==> src/rtl/ex_madd_if.sv <==
// Bus between the EX-stage multiply-accumulate unit and the pipeline around it:
// stall/flush control from ctrl, the instruction operands, forwarded HI/LO, and
// the stall request plus HI/LO write-back toward EX/MEM.
interface ex_madd_if;
  logic [5:0]  stall;
  logic        flush;
  logic        start;
  logic [1:0]  op;
  logic [31:0] opa;
  logic [31:0] opb;
  logic [31:0] hi_in;
  logic [31:0] lo_in;
  logic        stallreq;
  logic        whilo;
  logic [31:0] hi_out;
  logic [31:0] lo_out;

  // Pipeline / ctrl side
  modport master (
    output stall, flush, start, op, opa, opb, hi_in, lo_in,
    input  stallreq, whilo, hi_out, lo_out
  );

  // Multiply-accumulate unit side
  modport slave (
    input  stall, flush, start, op, opa, opb, hi_in, lo_in,
    output stallreq, whilo, hi_out, lo_out
  );
endinterface

==> src/rtl/ex_madd.sv <==
// Multi-cycle MADD/MADDU/MSUB/MSUBU unit for the EX stage.
// IDLE captures the operands, MUL forms the 64-bit product, ACC combines it with
// the forwarded HI/LO, DONE presents the result until EX/MEM takes it.
module ex_madd (
  input  logic       clk,
  input  logic       reset,
  ex_madd_if.slave   bus
);

  typedef enum logic [1:0] {
    IDLE = 2'd0,
    MUL  = 2'd1,
    ACC  = 2'd2,
    DONE = 2'd3
  } state_t;

  state_t      state_q;
  logic [31:0] opa_q;
  logic [31:0] opb_q;
  logic [1:0]  op_q;
  logic [63:0] prod_q;
  logic [63:0] res_q;

  logic [63:0] ext_a;
  logic [63:0] ext_b;
  logic [63:0] acc_in;
  logic [63:0] prod_d;
  logic [63:0] res_d;

  // Only bit 4 (EX/MEM hold) matters here; the rest of the vector is unused.
  logic unused_stall;
  assign unused_stall = ^{bus.stall[5], bus.stall[3:0]};

  // Product and accumulate datapath. Operands are extended to 64 bits according
  // to signedness, so a truncated 64x64 multiply gives the exact 64-bit product
  // for both signed and unsigned forms.
  always_comb begin
    ext_a  = op_q[0] ? {{32{opa_q[31]}}, opa_q} : {32'd0, opa_q};
    ext_b  = op_q[0] ? {{32{opb_q[31]}}, opb_q} : {32'd0, opb_q};
    prod_d = ext_a * ext_b;
    acc_in = {bus.hi_in, bus.lo_in};
    res_d  = op_q[1] ? (acc_in - prod_q) : (acc_in + prod_q);
  end

  // Sequencer: flush abandons work from any state and beats both start and the
  // EX/MEM hold; start is only looked at in IDLE.
  always_ff @(posedge clk or posedge reset) begin
    if (reset) begin
      state_q <= IDLE;
      opa_q   <= 32'd0;
      opb_q   <= 32'd0;
      op_q    <= 2'd0;
      prod_q  <= 64'd0;
      res_q   <= 64'd0;
    end else if (bus.flush) begin
      state_q <= IDLE;
    end else begin
      case (state_q)
        IDLE: begin
          if (bus.start) begin
            opa_q   <= bus.opa;
            opb_q   <= bus.opb;
            op_q    <= bus.op;
            state_q <= MUL;
          end
        end
        MUL: begin
          prod_q  <= prod_d;
          state_q <= ACC;
        end
        ACC: begin
          res_q   <= res_d;
          state_q <= DONE;
        end
        DONE: begin
          if (!bus.stall[4]) begin
            state_q <= IDLE;
          end
        end
        default: state_q <= IDLE;
      endcase
    end
  end

  // Hold the front of the pipeline from the cycle start is seen until the
  // result is ready; a flush cancels the request in the same cycle.
  assign bus.stallreq = ~bus.flush &
                        (((state_q == IDLE) & bus.start) |
                         (state_q == MUL) | (state_q == ACC));

  // HI/LO write strobe for as long as the result is being offered.
  assign bus.whilo  = ~bus.flush & (state_q == DONE);
  assign bus.hi_out = res_q[63:32];
  assign bus.lo_out = res_q[31:0];

endmodule

==> src/flat_wrapper.sv <==
// flat-port wrapper written by rule: the top's interface ports become plain ports
module ex_madd_flat 
  (clk, reset, bus_stall, bus_flush, bus_start, bus_op, bus_opa, bus_opb, bus_hi_in, bus_lo_in, bus_stallreq, bus_whilo, bus_hi_out, bus_lo_out);
  ex_madd_if bus_i ();
  input  logic clk;
  input  logic reset;
  input wire logic [$bits(bus_i.stall)-1:0] bus_stall;
  input wire logic [$bits(bus_i.flush)-1:0] bus_flush;
  input wire logic [$bits(bus_i.start)-1:0] bus_start;
  input wire logic [$bits(bus_i.op)-1:0] bus_op;
  input wire logic [$bits(bus_i.opa)-1:0] bus_opa;
  input wire logic [$bits(bus_i.opb)-1:0] bus_opb;
  input wire logic [$bits(bus_i.hi_in)-1:0] bus_hi_in;
  input wire logic [$bits(bus_i.lo_in)-1:0] bus_lo_in;
  output wire logic [$bits(bus_i.stallreq)-1:0] bus_stallreq;
  output wire logic [$bits(bus_i.whilo)-1:0] bus_whilo;
  output wire logic [$bits(bus_i.hi_out)-1:0] bus_hi_out;
  output wire logic [$bits(bus_i.lo_out)-1:0] bus_lo_out;
  assign bus_i.stall = bus_stall;
  assign bus_i.flush = bus_flush;
  assign bus_i.start = bus_start;
  assign bus_i.op = bus_op;
  assign bus_i.opa = bus_opa;
  assign bus_i.opb = bus_opb;
  assign bus_i.hi_in = bus_hi_in;
  assign bus_i.lo_in = bus_lo_in;
  assign bus_stallreq = bus_i.stallreq;
  assign bus_whilo = bus_i.whilo;
  assign bus_hi_out = bus_i.hi_out;
  assign bus_lo_out = bus_i.lo_out;
  ex_madd u_core (.clk(clk), .reset(reset), .bus(bus_i));
endmodule
==> config.mk <==
export PLATFORM = sky130hd
export DESIGN_NAME = ex_madd_flat
export DESIGN_NICKNAME = d
export VERILOG_FILES = /design/src/rtl/ex_madd_if.sv /design/src/rtl/ex_madd.sv /design/src/flat_wrapper.sv
export SDC_FILE = /design/constraint.sdc
export NUM_CORES = 2
export LEC_CHECK = 0
export ABC_AREA = 1
export CAP_MARGIN = 30
export CORE_ASPECT_RATIO = 2
export CORE_MARGIN = 3
export CORE_UTILIZATION = 60
export DETAILED_ROUTE_END_ITERATION = 6
export GPL_TIMING_DRIVEN = 0
export PLACE_DENSITY_LB_ADDON = 0.3
export REMOVE_ABC_BUFFERS = 1
export SLEW_MARGIN = 20
export SYNTH_ARGS = -nofsm -noshare
export SYNTH_HDL_FRONTEND = slang
export SYNTH_SLANG_ARGS = --single-unit
export TNS_END_PERCENT = 50
==> constraint.sdc <==
create_clock -name clk -period 12.5 [get_ports clk]
set_clock_uncertainty 0.15 [all_clocks]
set_input_delay 2.5 -clock clk [delete_from_list [all_inputs] [get_ports clk]]
set_output_delay 2.5 -clock clk [all_outputs]
set_load 0.01 [all_outputs]
==> results.cfg <==
[yosys]
ys.flop_type = dfrtp_1
synth_cells = 8253
yosysWarnings = 0
yosysSeqAreaShare_pct = 7.62
synth_most_common_cell = inv_1
async_flop_share_pct = 100
synth.top_cell.area_share_pct = 44.1
syn_area_sq_um = 64300
yosys.area.top_type = fa_1
avgSynthCellArea_sq_um = 7.80
ys_top_cells_by_count = inv_1, nand2_1, fa_1
synthDistinctLibCells = 55
synthTopCellsByArea = fa_1, inv_1, nand2_1
synth_seq_cells = 196
synth_edf_count = 0

[detailed_routing]
drtIter0Drc = 3672
dr.pass1.iters = 7
ant_nets = 0
via_per_inst = 5.58
routedWlPerCell_um = 23.8
drt_wl_total_um = 229000
via_count = 53661
drc = 3

[timing]
hold_viol = 0
min_period_ns = 12.09
rsz0062_at_grt = false
tightest_slew_ns = 1.08
finalCritPeriodShare_pct = 96.7
setup_viol = 0
max_freq_mhz = 82.7
slew_viol_final = 0
setup_slack_ns = 0.408
slew_headroom_pct = 27.7

[worst_setup_path]
critPathBufInv = 12
critPathArrivalTime_ns = 12.40
cp-start-kind = flip-flop
crit_fanout = 27
cp-end-kind = flip-flop
slowest_delay_ns = 1.02
cp-startpoint = u_core.opa_q[31]
timing.rr.start = u_core.opa_q[31]
cpLargestDelayFamily = adder cells
path_class = flip-flop to flip-flop
cp_slowest_cell = fa_1
worstPathRequired_ns = 12.81
r2r_slack_ns = 0.41

[final_layout]
multi_input_area_sq_um = 48600
nets = 10156
drive_gt1_share_pct = 3.77
nFillCells = 9405
synthToLayoutAreaGrowth_pct = 6.90
register_area_sq_um = 4980

[run_status]
status = complete, but fails checks
violations = DRC

[die]
die_w_um = 238
initial_core_util_pct = 60.6
die_h_um = 469
rows = 169
die_area_sq_um = 111000
num_io_pins = 206
fp.coreArea_sq_um = 106000

[global_routing]
grtUsageTotal_pct = 43.4
antenna_found_initial = 17
grt_max_degree = 93
grt_pass1_wl_um = 350000
grt_pass1_vias = 59538
gr-total-overflow = 0

[hold_path]
hold_path_class = flip-flop to flip-flop
hp-start = u_core.res_q[52]

[place]
gp_congestion = 1.10
io_buffers = 200
dp_hpwl_um = 197000
place_ws_ns = 0.162

[clock_tree]
numCtsBuffers = 17
htreeDepth = 4
cts.sinks = 196
root_buffer = clkbuf_16
clk_pin_slew_ns = 0.09
clock_latency_ns = 0.59
clk_path_buf_depth = 2
cts_tree = built
post_cts_buffers = 0

[flow_run]
drv_cap = 0
## registers in the layout, indices dropped and copies added, names as in the netlist
register	cells
u_core.prod_q	64
u_core.res_q	64
u_core.opa_q	32
u_core.opb_q	32
u_core.op_q	2
u_core.state_q	2
## final cells by class
type,instances,share of cell area [%]
Antenna cell,17,0.0619
Clock buffer,18,0.624
Clock inverter,14,0.340
Inverter,2592,14.2
Multi-Input combinational cell,5162,70.7
Sequential cell,196,7.25
Tap cell,1368,2.49
Timing Repair Buffer,247,4.38
Timing Repair inverter,1,0.00728
## tightest hold or removal path, stage by stage (launching register included)
cell	delay (ns)
dfrtp_1	0.35
nand2_1	0.05
nand2_1	0.05
## what timing repair did
item                                   CTS  global route
hold buffers                             0             0
endpoints found under the hold margin    0             0
setup endpoints to repair                0             2
gates resized for setup                  0             3
## metal layers
metal | wire (um) | GRT usage, % | up-vias
met5 | 23 | 0 | -
met4 | 32700 | 47.0 | 4
met3 | 14400 | 9.38 | 1313
met2 | 118000 | 77.4 | 2538
met1 | 64500 | 38.3 | 26376
li1 | - | - | 23430
## cell usage in the layout (no fill, tap or decap), drive strengths merged, types with 47 or more instances in the layout
master         Yosys  routed
a31oi             47      47
xor2              88      88
dfrtp            196     196
a21oi            199     199
nand4             60      60
inv             2591    2594
buf               11      47
nand2           1749    1749
fa              1416    1416
nor2             511     511
o21ai            237     237
nand3            221     221
ha               383     383
clkdlybuf4s50      0     200
## per-stage QoR
stage / TNS (ns) / hold slack [ns] / util [%] / instances / instance area (sq um)
2_1_floorplan: 0 / 0.319 / - / 7950 / 63200
3_3_place_gp: -10.77 / 0.313 / 63.0 / 9518 / 66900
3_5_place_dp: 0 / 0.314 / 64.1 / 9564 / 68000
4_1_cts: 0 / 0.337 / 64.7 / 9596 / 68700
5_1_grt: 0 / 0.365 / 64.8 / 9604 / 68700
6_report: 0 / 0.335 / 64.8 / 9615 / 68800
## cell families after synthesis
family | synth area share (%)
flops | 7.62
simple gates | 16.8
mux | 0.700
buf+inv | 16.9
fa+ha+maj | 51.5
xor+xnor | 1.66
compound gates | 4.83
## path summary, 6_finish.rpt
check	cells past startpoint	endpoint
max	35	u_core.prod_q[63]
min	2	u_core.res_q[52]
max reg2reg	35	u_core.prod_q[63]
min reg2reg	2	u_core.res_q[52]
max in group asynchronous	4	u_core.opa_q[29]
min in group asynchronous	2	u_core.opa_q[12]
Power is left out: the tool's default activity adds up to more than one toggle a clock period on the data nets, which glitch-free logic cannot reach.
